## src/rtl/ammrv_pipe_bridge.sv

```systemverilog
// Avalon-MM pipeline bridge for the clk_2x domain: 2-entry command skid buffer, read credit cap,
// optional response register selected by `define AMMRV_PIPE_RSP_REG_EN.
module ammrv_pipe_bridge #(
  parameter int P_MAX_PENDING = 4,
  parameter int P_AW          = 32,
  localparam int PW           = $clog2(P_MAX_PENDING + 1)
) (
  input  logic            clk,
  input  logic            reset_n,
  input  logic [P_AW-1:0] s_address,
  input  logic [3:0]      s_byteenable,
  input  logic [31:0]     s_writedata,
  input  logic            s_read,
  input  logic            s_write,
  output logic            s_waitrequest,
  output logic [31:0]     s_readdata,
  output logic            s_readdatavalid,
  output logic [P_AW-1:0] m_address,
  output logic [3:0]      m_byteenable,
  output logic [31:0]     m_writedata,
  output logic            m_read,
  output logic            m_write,
  input  logic            m_waitrequest,
  input  logic [31:0]     m_readdata,
  input  logic            m_readdatavalid,
  output logic [1:0]      dbg_state,
  output logic [PW-1:0]   dbg_pend_cnt
);

  // Handshake: a command moves on any edge where (read|write) is high and waitrequest is low;
  // the requester holds the command stable until then. Responses carry no backpressure.
  typedef enum logic [1:0] {
    ST_EMPTY = 2'd0,
    ST_ONE   = 2'd1,
    ST_TWO   = 2'd2
  } state_t;

  typedef struct packed {
    logic [P_AW-1:0] addr;
    logic [3:0]      be;
    logic [31:0]     data;
    logic            rd;
  } cmd_t;

  state_t        state_q, state_d;
  cmd_t          main_q, main_d, skid_q, skid_d, s_cmd;
  logic [PW-1:0] pend_q, pend_d;
  logic          s_acc, m_acc, rd_acc, rsp_dec;

  // A simultaneous read+write request is treated as a read; the write is dropped.
  assign s_cmd   = '{addr: s_address, be: s_byteenable, data: s_writedata, rd: s_read};
  assign s_acc   = (s_read | s_write) & ~s_waitrequest;
  assign m_acc   = (m_read | m_write) & ~m_waitrequest;
  assign rd_acc  = m_read & ~m_waitrequest;
  assign rsp_dec = m_readdatavalid & (pend_q != '0);

  always_comb begin
    state_d = state_q;
    main_d  = main_q;
    skid_d  = skid_q;
    pend_d  = pend_q + PW'(rd_acc) - PW'(rsp_dec);
    case (state_q)
      ST_EMPTY: begin
        if (s_acc) begin
          main_d  = s_cmd;
          state_d = ST_ONE;
        end
      end
      ST_ONE: begin
        if (s_acc && m_acc) begin
          main_d = s_cmd;
        end else if (s_acc) begin
          skid_d  = s_cmd;
          state_d = ST_TWO;
        end else if (m_acc) begin
          state_d = ST_EMPTY;
        end
      end
      ST_TWO: begin
        if (m_acc) begin
          main_d  = skid_q;
          state_d = ST_ONE;
        end
      end
      default: state_d = ST_EMPTY;
    endcase
  end

  // m_read is computed from next-cycle credit so a read in main is never issued at the cap.
  always_ff @(posedge clk) begin
    if (!reset_n) begin
      state_q       <= ST_EMPTY;
      main_q        <= '0;
      skid_q        <= '0;
      pend_q        <= '0;
      m_read        <= 1'b0;
      m_write       <= 1'b0;
      s_waitrequest <= 1'b1;
    end else begin
      state_q       <= state_d;
      main_q        <= main_d;
      skid_q        <= skid_d;
      pend_q        <= pend_d;
      m_read        <= (state_d != ST_EMPTY) & main_d.rd & (pend_d != PW'(P_MAX_PENDING));
      m_write       <= (state_d != ST_EMPTY) & ~main_d.rd;
      s_waitrequest <= (state_d == ST_TWO);
    end
  end

  assign m_address    = main_q.addr;
  assign m_byteenable = main_q.be;
  assign m_writedata  = main_q.data;
  assign dbg_state    = state_q;
  assign dbg_pend_cnt = pend_q;

`ifdef AMMRV_PIPE_RSP_REG_EN
  always_ff @(posedge clk) begin
    if (!reset_n) begin
      s_readdatavalid <= 1'b0;
      s_readdata      <= '0;
    end else begin
      s_readdatavalid <= m_readdatavalid;
      s_readdata      <= m_readdata;
    end
  end
`else
  assign s_readdatavalid = m_readdatavalid;
  assign s_readdata      = m_readdata;
`endif

endmodule
```

## config.mk

```make
export PLATFORM = sky130hd
export DESIGN_NAME = ammrv_pipe_bridge
export DESIGN_NICKNAME = d
export VERILOG_FILES = /design/src/rtl/ammrv_pipe_bridge.sv
export SDC_FILE = /design/constraint.sdc
export NUM_CORES = 1
export LEC_CHECK = 0
export ABC_CLOCK_PERIOD_IN_PS = 4300
export CAP_MARGIN = 15
export CORE_ASPECT_RATIO = 0.75
export CORE_MARGIN = 2
export CORE_UTILIZATION = 49
export DETAILED_ROUTE_END_ITERATION = 8
export PLACE_DENSITY = 0.95
export SLEW_MARGIN = 30
export SYNTH_ARGS = -nofsm -noshare
export SYNTH_HDL_FRONTEND = slang
export SYNTH_SLANG_ARGS = --single-unit
```

## constraint.sdc

```tcl
create_clock -name clk -period 4.3 [get_ports clk]
set_clock_uncertainty 0.2 [all_clocks]
set_input_delay 0.43 -clock clk [delete_from_list [all_inputs] [get_ports clk]]
set_output_delay 0.43 -clock clk [all_outputs]
set_load 0.01 [all_outputs]
```

==> results.py <==
metrics = {
    "critical_path": {
        "cp_max_fo": 41,
        "rrSetupSlack_ns": 1.78,
        "timing.rr.end": "m_read$_SDFF_PN0_",
        "cp.arrival_ns": 2.62,
        "critPathRequiredTime_ns": 4.36,
        "cp-startpoint": "m_waitrequest",
        "reg2reg_from": "dbg_pend_cnt[1]$_SDFF_PN0_",
        "crit_path_max_incr_delay_ns": 0.57,
        "critPathCaptureType": "flip-flop",
        "r2r_cells": 10,
        "crit_type": "in2reg",
        "cp_top_family": "buffers and inverters",
        "crit_cells": 6,
        "cp-start-kind": "primary input",
        "crit_slowest_cell": "nand2_2",
        "critPathBufInv": 2,
        "path_cells": "clkdlybuf4s50_1 -> o21ba_1 -> nand2_2 -> buf_4 -> nand3_1 -> a21oi_1",
        "crit_end": "m_address[6]$_SDFFE_PN0P_",
    },
    "sta": {
        "fin_crit_ns": 2.56,
        "finalSetupTns_ns": 0,
        "post-route-period-util": 0.594,
        "drv_slew": 0,
        "max_freq_mhz": 391,
        "rsz0062_at_grt": "no",
        "worst-slew-pin-transition_ns": 0.846,
        "finalHoldViolations": 0,
        "timing.final.ws_setup_ns": 1.74,
        "setup_viol": 0,
        "maxSlewHeadroom": 0.435,
    },
    "drt": {
        "viasPerCell": 5.70,
        "drtAntennaViolNets": 0,
        "wl_um": 15400,
        "first_pass_iters": 5,
        "drtIter0Drc": 336,
        "drc": 0,
        "vias": 5505,
        "wl_per_cell_um": 15.9,
    },
    "clock_tree": {
        "cts_resized": 0,
        "cts_tree": "yes",
        "clk_latency_ns": 0.41,
        "clockBufferDepth": 2,
        "cts.sinks": 146,
        "postCtsSetupBuffers": 0,
        "htree_levels": 4,
        "cts_hold_buf": 0,
        "cts_buffers": 17,
        "clk_transition_reported_paths_ns": 0.06,
        "root_buffer": "clkbuf_16",
    },
    "cells_and_area": {
        "multi_input_area_sq_mm": 0.00242,
        "n_antenna_cell": 0,
        "fillers": 1031,
        "final_cell_mix": "clkdlybuf4s50_1, dfxtp_1, nand2_1",
        "drive_above_1_share": 0.0601,
        "fin_util": 0.624,
        "area_growth_syn_to_layout_pct": 22.7,
        "seqCellArea_sq_mm": 0.00292,
        "final_common_cell": "clkdlybuf4s50_1",
        "nNetsFinal": 896,
    },
    "power_and_ir_drop": {
        "p_int_w": 0.00278,
        "power.total_w": 0.00378,
        "ir_worst_vdd_mv": 0.319,
        "sw_frac_of_total": 0.264,
        "p_switching_w": 0.000997,
        "p_comb_frac": 0.179,
        "pwr-share-clk": 0.412,
        "p_per_area_mw_per_mm2": 485,
        "power_leakage_nw": 2.64,
        "seqPwrFrac": 0.409,
    },
    "synthesis": {
        "yosys_warnings": 0,
        "syn-num-nets": 878,
        "syn-cell-area_sq_mm": 0.00635,
        "avgSynthCellArea_sq_um": 8.26,
        "ys_seq_area_frac": 0.460,
        "syn_inst": 769,
        "synth.distinct_cells": 37,
        "ys_seq_elements": 146,
    },
    "global_route": {
        "grt_first_pass_wirelength_um": 24200,
        "grt_usage": 0.219,
        "grt-ovfl-total": 0,
        "grt_max_degree": 81,
        "antenna_found_initial": 0,
        "grt_pass1_vias": 4868,
    },
    "flow_run": {
        "maxCapViolCount": 0,
    },
    "place": {
        "dp_hpwl_um": 9690,
        "dp_slack_ns": 1.32,
        "io_buffers": 150,
        "gp_congestion": 0.797,
    },
    "die": {
        "die_area_sq_mm": 0.0139,
        "fp.dieW_um": 135,
        "core_area_sq_mm": 0.0125,
        "ios": 215,
        "die_y_um": 103,
        "start_util": 0.509,
        "rows": 35,
    },
    "run_status": {
        "run_status": "completed",
    },
    "worst_hold_path": {
        "hp-class": "reg2reg",
    },
}
[worst register-to-register path: stages (launching register included)]
cell,delay (ns)
dfxtp_1,0.38
o31a_1,0.31
ha_1,0.26
inv_1,0.05
ha_1,0.13
inv_1,0.05
fa_1,0.39
xor2_1,0.16
xnor2_1,0.22
nor3b_1,0.08
nor3b_1,0.18
[cell usage after synthesis, drive strengths merged]
| library cell | count | area [sq um] |
|---|---|---|
| a211oi | 1 | 12.5 |
| a21oi | 138 | 691 |
| a22oi | 69 | 518 |
| and2 | 1 | 6.26 |
| buf | 123 | 872 |
| clkbuf | 37 | 139 |
| clkinv | 1 | 3.75 |
| dfxtp | 146 | 2920 |
| fa | 1 | 20.0 |
| ha | 2 | 25.0 |
| inv | 5 | 18.8 |
| nand2 | 140 | 526 |
| nand2b | 3 | 18.8 |
| nand3 | 68 | 340 |
| nand4 | 1 | 6.26 |
| nor2 | 9 | 36.3 |
| nor2b | 2 | 12.5 |
| nor3 | 4 | 20.0 |
| nor3b | 2 | 15.0 |
| nor4 | 1 | 21.3 |
| o211ai | 1 | 12.5 |
| o21ai | 3 | 15.0 |
| o21ba | 2 | 20.0 |
| o21bai | 2 | 18.8 |
| o22ai | 1 | 6.26 |
| o311a | 1 | 10.0 |
| o31a | 1 | 8.76 |
| o31ai | 1 | 7.51 |
| o32ai | 1 | 8.76 |
| xnor2 | 1 | 8.76 |
| xor2 | 1 | 8.76 |
[stage by stage]
step	area, sq um	instances	hold WS (ns)
6_report	7790	965	0.254
5_1_grt	7790	965	0.269
4_1_cts	7790	965	0.255
3_5_place_dp	7170	934	0.247
3_3_place_gp	7170	934	0.242
2_1_floorplan	6350	769	0.237
[cell families after synthesis]
kind of cell,count (synthesis),synth area share
AOI/OAI and AO/OA,221,0.209
DFF,146,0.460
and+or+nand+nor,231,0.158
buffers and inverters,166,0.163
adders and majority gates,3,0.00709
xor gates and xnor gates,2,0.00276
[per-layer routing]
layer	up-vias	GRT usage	share of wire
met5	-	0	0
met4	0	0.0897	0.020
met3	27	0.0644	0.086
met2	279	0.351	0.48
met1	2614	0.280	0.41
li1	2585	-	-
[sequential cells by signal, summed over array words and instances (netlist names), 2 cells and up]
| register | flops |
|---|---|
| m_byteenable | 4 |
| m_writedata | 32 |
| m_address | 32 |
| dbg_pend_cnt | 3 |
| skid_q | 69 |
| dbg_state | 2 |
[worst min-delay path by stage]
stage	startpoint	to	depth (start not counted)
after global routing	skid_q[34]$_SDFFE_PN0P_	skid_q[34]$_SDFFE_PN0P_	2
final	skid_q[22]$_SDFFE_PN0P_	skid_q[22]$_SDFFE_PN0P_	2
after detailed placement	skid_q[28]$_SDFFE_PN0P_	skid_q[28]$_SDFFE_PN0P_	2
after floorplan	skid_q[10]$_SDFFE_PN0P_	skid_q[10]$_SDFFE_PN0P_	2
after CTS	skid_q[1]$_SDFFE_PN0P_	skid_q[1]$_SDFFE_PN0P_	2
after global placement	skid_q[43]$_SDFFE_PN0P_	skid_q[43]$_SDFFE_PN0P_	2
[power by group through the flow]
stage               clock, W  sequential, W  combinational [W]
floorplan                  0        0.00155           0.000471
global placement           0        0.00157           0.000659
detailed placement         0        0.00157           0.000676
CTS                  0.00159        0.00154           0.000680
global route         0.00164        0.00155           0.000748
finish               0.00156        0.00154           0.000678
[final cells by class]
cell class	count	area share
tap	166	0.0267
clock buffer	19	0.0568
multi-input combinational	457	0.310
inverter	6	0.00321
sequential	146	0.375
timing repair buffer	159	0.205
clock inverter	12	0.0233
(Power assumes the default switching activity.)
